[config.mk]
export PLATFORM = sky130hd
export DESIGN_NAME = register_file
export DESIGN_NICKNAME = d
export VERILOG_FILES = /design/src/rtl/regfile_pkg.sv /design/src/rtl/regfile_read_port.sv /design/src/rtl/register_file.sv
export SDC_FILE = /design/constraint.sdc
export NUM_CORES = 2
export LEC_CHECK = 0
export BUFFER_PORTS_ARGS = -buffer_cell sky130_fd_sc_hd__buf_2
export CAP_MARGIN = 30
export CORE_MARGIN = 2
export CORE_UTILIZATION = 41
export DETAILED_ROUTE_END_ITERATION = 7
export PLACE_DENSITY = 0.58
export SLEW_MARGIN = 20
export SYNTH_ARGS = -nofsm -noshare
export SYNTH_HDL_FRONTEND = slang
export SYNTH_SLANG_ARGS = --single-unit
[constraint.sdc]
create_clock -name Clk -period 5.4 [get_ports Clk]
set_clock_uncertainty 0.05 [all_clocks]
set_input_delay 0.54 -clock Clk [delete_from_list [all_inputs] [get_ports Clk]]
set_output_delay 0.54 -clock Clk [all_outputs]
set_load 0.1 [all_outputs]
[src/rtl/regfile_pkg.sv]
// Shared constants and types for the 32 x 32 register file.
// The optional REGFILE_BYPASS_EN macro enables same-cycle write-to-read forwarding.
package regfile_pkg;

    localparam int DATA_W   = 32;
    localparam int ADDR_W   = 5;
    localparam int NUM_REGS = 32;

    localparam logic [ADDR_W-1:0] ZERO_REG = 5'd0;

    typedef logic [ADDR_W-1:0] reg_idx_t;
    typedef logic [DATA_W-1:0] reg_data_t;

    function automatic logic is_zero_reg(input reg_idx_t idx);
        return (idx == ZERO_REG);
    endfunction

endpackage

[src/rtl/regfile_read_port.sv]
// One combinational read port: index mux, register-0 forcing and optional bypass.
// Forwarding is compiled in only when REGFILE_BYPASS_EN is defined.
module regfile_read_port
    import regfile_pkg::*;
#(
    parameter int P_DATA_W   = DATA_W,
    parameter int P_ADDR_W   = ADDR_W,
    parameter int P_NUM_REGS = NUM_REGS
) (
    input  logic [P_NUM_REGS-1:0][P_DATA_W-1:0] i_regs,
    input  logic [P_ADDR_W-1:0]                 i_rd_idx,
    input  logic                                i_wr_en,
    input  logic [P_ADDR_W-1:0]                 i_wr_idx,
    input  logic [P_DATA_W-1:0]                 i_wr_data,
    output logic [P_DATA_W-1:0]                 o_rd_data
);

`ifdef REGFILE_BYPASS_EN
    localparam logic BYPASS_EN = 1'b1;
`else
    localparam logic BYPASS_EN = 1'b0;
`endif

    logic w_bypass_hit;

    // i_wr_en already folds in reset and the register-0 exclusion.
    assign w_bypass_hit = BYPASS_EN & i_wr_en & (i_wr_idx == i_rd_idx);

    // Read mux with register 0 forced to zero ahead of any forwarding.
    always_comb begin
        o_rd_data = {P_DATA_W{1'b0}};
        if (i_rd_idx == {P_ADDR_W{1'b0}}) begin
            o_rd_data = {P_DATA_W{1'b0}};
        end else if (w_bypass_hit) begin
            o_rd_data = i_wr_data;
        end else begin
            o_rd_data = i_regs[i_rd_idx];
        end
    end

endmodule

[src/rtl/register_file.sv]
// 32 x 32 register file: two combinational read ports, one synchronous write port.
// Define REGFILE_BYPASS_EN to forward in-flight write data to the read ports.
module register_file
    import regfile_pkg::*;
#(
    parameter int P_DATA_W   = DATA_W,
    parameter int P_ADDR_W   = ADDR_W,
    parameter int P_NUM_REGS = NUM_REGS
) (
    input  logic                Clk,
    input  logic                Rst,
    input  logic                regWrite,
    input  logic [P_ADDR_W-1:0] readReg1,
    input  logic [P_ADDR_W-1:0] readReg2,
    input  logic [P_ADDR_W-1:0] writeReg,
    input  logic [P_DATA_W-1:0] writeData,
    output logic [P_DATA_W-1:0] readData1,
    output logic [P_DATA_W-1:0] readData2
);

    logic [P_NUM_REGS-1:0][P_DATA_W-1:0] r_regs;
    logic                                w_wr_en;

    // A write commits only outside reset and never to register 0.
    assign w_wr_en = regWrite & ~Rst & (writeReg != {P_ADDR_W{1'b0}});

    // Storage update: reset clears every entry and wins over a pending write.
    always_ff @(posedge Clk) begin
        if (Rst) begin
            r_regs <= '0;
        end else if (w_wr_en) begin
            r_regs[writeReg] <= writeData;
        end
    end

    regfile_read_port #(
        .P_DATA_W   (P_DATA_W),
        .P_ADDR_W   (P_ADDR_W),
        .P_NUM_REGS (P_NUM_REGS)
    ) u_read_port1 (
        .i_regs    (r_regs),
        .i_rd_idx  (readReg1),
        .i_wr_en   (w_wr_en),
        .i_wr_idx  (writeReg),
        .i_wr_data (writeData),
        .o_rd_data (readData1)
    );

    regfile_read_port #(
        .P_DATA_W   (P_DATA_W),
        .P_ADDR_W   (P_ADDR_W),
        .P_NUM_REGS (P_NUM_REGS)
    ) u_read_port2 (
        .i_regs    (r_regs),
        .i_rd_idx  (readReg2),
        .i_wr_en   (w_wr_en),
        .i_wr_idx  (writeReg),
        .i_wr_data (writeData),
        .o_rd_data (readData2)
    );

endmodule

==> impl_metrics.ini <==
[placed_design]
gp_congestion = 0.909
dp_hpwl_microns = 126000
io_buffers = 113
dp_cells = 6984
post-place-ws_ps = 1150
dpl_cell_area_sq_um = 53800

[pwr]
ir_worst_vdd_mv = 0.269
p_per_area_nw_per_um2 = 304
finalPower_mw = 17.6
leakage_nw = 18.6

[yosys]
synth-simple-area-share_pct = 15.6
async_flop_share_pct = 0
syn_avg_cell_area_sq_um = 9.19
synth_xor_area_share_pct = 0
synth_edf_count = 0
synth_top_family_by_area = multiplexers
synth_area_sq_um = 52200
synth_flop_cell = dfxtp_1
ys_types = 48
yosys.area.top_type = dfxtp_1
muxShareOfSynthArea_pct = 26.2
synth-compound-area-share_pct = 13.0
synth_fp_nets = 5731
yosys.area_share.adder_pct = 0
yosysSeqAreaShare_pct = 39.3
synth-seq-cells = 1024
syn_inst = 5681
netlist_top_cells_area = dfxtp_1, mux4_2, nand2_1
yosysWarnings = 0
synth_top_area_share_pct = 39.3

[min_path]
worstHoldPathType = in2reg
hold_start = writeData[10]

[route]
route.detailed.drc = 0
detail-route-antenna-nets = 0
first_pass_iters = 6
drt-initial-drc-count = 6132
wire_per_inst_microns = 28.9
dr_total_vias = 45600
via_per_inst = 6.33
routed_wl_microns = 208000

[clock_network]
post_cts_buffers = 0
cts_tree = yes
path_clk_slew_ps = 60
cts_buffer_depth = 3
cts.sinks = 1024
numCtsBuffers = 110
cts-resized-gates = 0
cts-root-buf = clkbuf_16
hold_buffers = 0
clock_latency_ps = 690
h-tree-depth = 3

[global_routing]
grt_pass1_vias = 42700
grt_first_pass_wirelength_microns = 301000
grt_max_degree = 202
grtUsageTotal_pct = 31.0
grt.overflow.total = 0
antenna_found_initial = 8

[critical_path]
crit_required_ps = 4810
end_kind = output pin
r2r-end = r_regs[697]
worstSetupPathType = in2out
crit_end = readData2[0]
reg2reg_from = r_regs[697]
r2r_slack_ps = 4650
path_max_fanout = 37
crit_path_start = readReg2[0]
start_kind = input pin
cp.arrival_ps = 3670
r2r_cells = 2

[floorplanning]
core-area_sq_um = 126000
ios = 114
std_cell_rows = 130
start_util_pct = 41.4
dieHeight_microns = 361
die_area_sq_um = 130000
die_width_microns = 361

[sta]
worst_slew_pin_slew_ps = 1180
post-route-min-period_ps = 4260
setup_tns_ps = 0
max_freq_mhz = 235
drv_slew = 0
finalSetupViolations = 0
rsz0062_at_grt = no
final.period_utilization_pct = 78.9
relSlewSlack_pct = 21.3
timing_hold_violations_final = 0
fin_ws_ps = 1140
hold-worst-slack_ps = 323

[run_status]
status = finished, final reports clean

[finish]
finalInstanceArea_sq_um = 57700
nets = 5499
top_regs = r_regs x1024
fillers = 11700
area_delta_synth_final_pct = 10.6
drive_gt1_share_pct = 18.0
layout_common_cells = nand2_1, dfxtp_1, a21oi_1
post-route-util_pct = 45.8
stdcell_count = 7194
final_common_cell = nand2_1
largest_register_ffs = 1024
largest-register = r_regs

[flow_run]
cap_viol_max_count = 0
cell type report:
cell class	instances	area, sq um	area share, %
Multi-Input combinational cell	4055	28900	50.0
Sequential cell	1024	20500	35.5
Clock buffer	156	3220	5.57
Timing Repair Buffer	256	2390	4.14
Tap cell	1650	2060	3.58
Clock inverter	45	662	1.15
Antenna cell	6	15.0	0.0260
Inverter	2	11.3	0.0195
where the power goes:
| group | switching, mW | leakage (nW) | internal (mW) |
|---|---|---|---|
| Sequential | 0.0232 | 8.25 | 7.58 |
| Combinational | 1.28 | 8.44 | 0.440 |
| Clock | 3.31 | 1.92 | 4.93 |
routing by layer:
layer / up-vias / wire length, microns / GRT usage (%)
met1: 22600 / 80300 / 40.9
met2: 2761 / 92700 / 47.7
met4: 6 / 12600 / 17.0
li1: 19500 / - / -
met3: 613 / 22500 / 6.42
met5: - / 45 / 0
worst max-delay path: stages:
cell and delay [ps]:
buf_6 550, buf_4 760, mux4_2 590, nor2b_1 140, a211oi_1 420, a311oi_1 230, buf_4 250, buf_12 160
worst min-delay path by stage:
stage                   endpoint  slack [ps]  cells after the start
global placement     r_regs[470]         400                      2
floorplan            r_regs[324]         390                      2
global route         r_regs[714]         340                      3
CTS                  r_regs[714]         290                      3
detailed placement  r_regs[1006]         410                      2
finish               r_regs[394]         320                      3
cell usage after synthesis, types with 2 or more instances:
library cell / count
buf_4: 54
and3b_1: 4
nand2_1: 1796
a221oi_1: 44
o21ai_1: 20
a31oi_1: 32
a21oi_1: 864
buf_1: 7
buf_8: 2
a311oi_1: 32
and2_0: 2
dfxtp_1: 1024
nor2_4: 6
a221o_1: 32
buf_12: 5
mux2_2: 32
or3b_2: 2
nor4b_4: 2
clkbuf_1: 284
o2111ai_1: 20
and2_1: 3
mux4_2: 448
inv_1: 2
mux2i_1: 320
a211oi_1: 32
nand3b_1: 3
buf_6: 38
nor4bb_1: 2
nor2b_1: 69
nor3b_1: 2
nor2_1: 153
buf_2: 209
a22oi_1: 64
nand4bb_1: 3
o21ai_0: 56
cells by family (layout without fill, tap and decap cells):
family | after synthesis | in the layout
AND/OR/NAND/NOR | 2059 | 2059
other | 0 | 6
flip-flops | 1024 | 1024
AO/OA/AOI/OAI | 1196 | 1196
multiplexers | 800 | 800
buffers and inverters | 602 | 459
(Power assumes the default switching activity.)
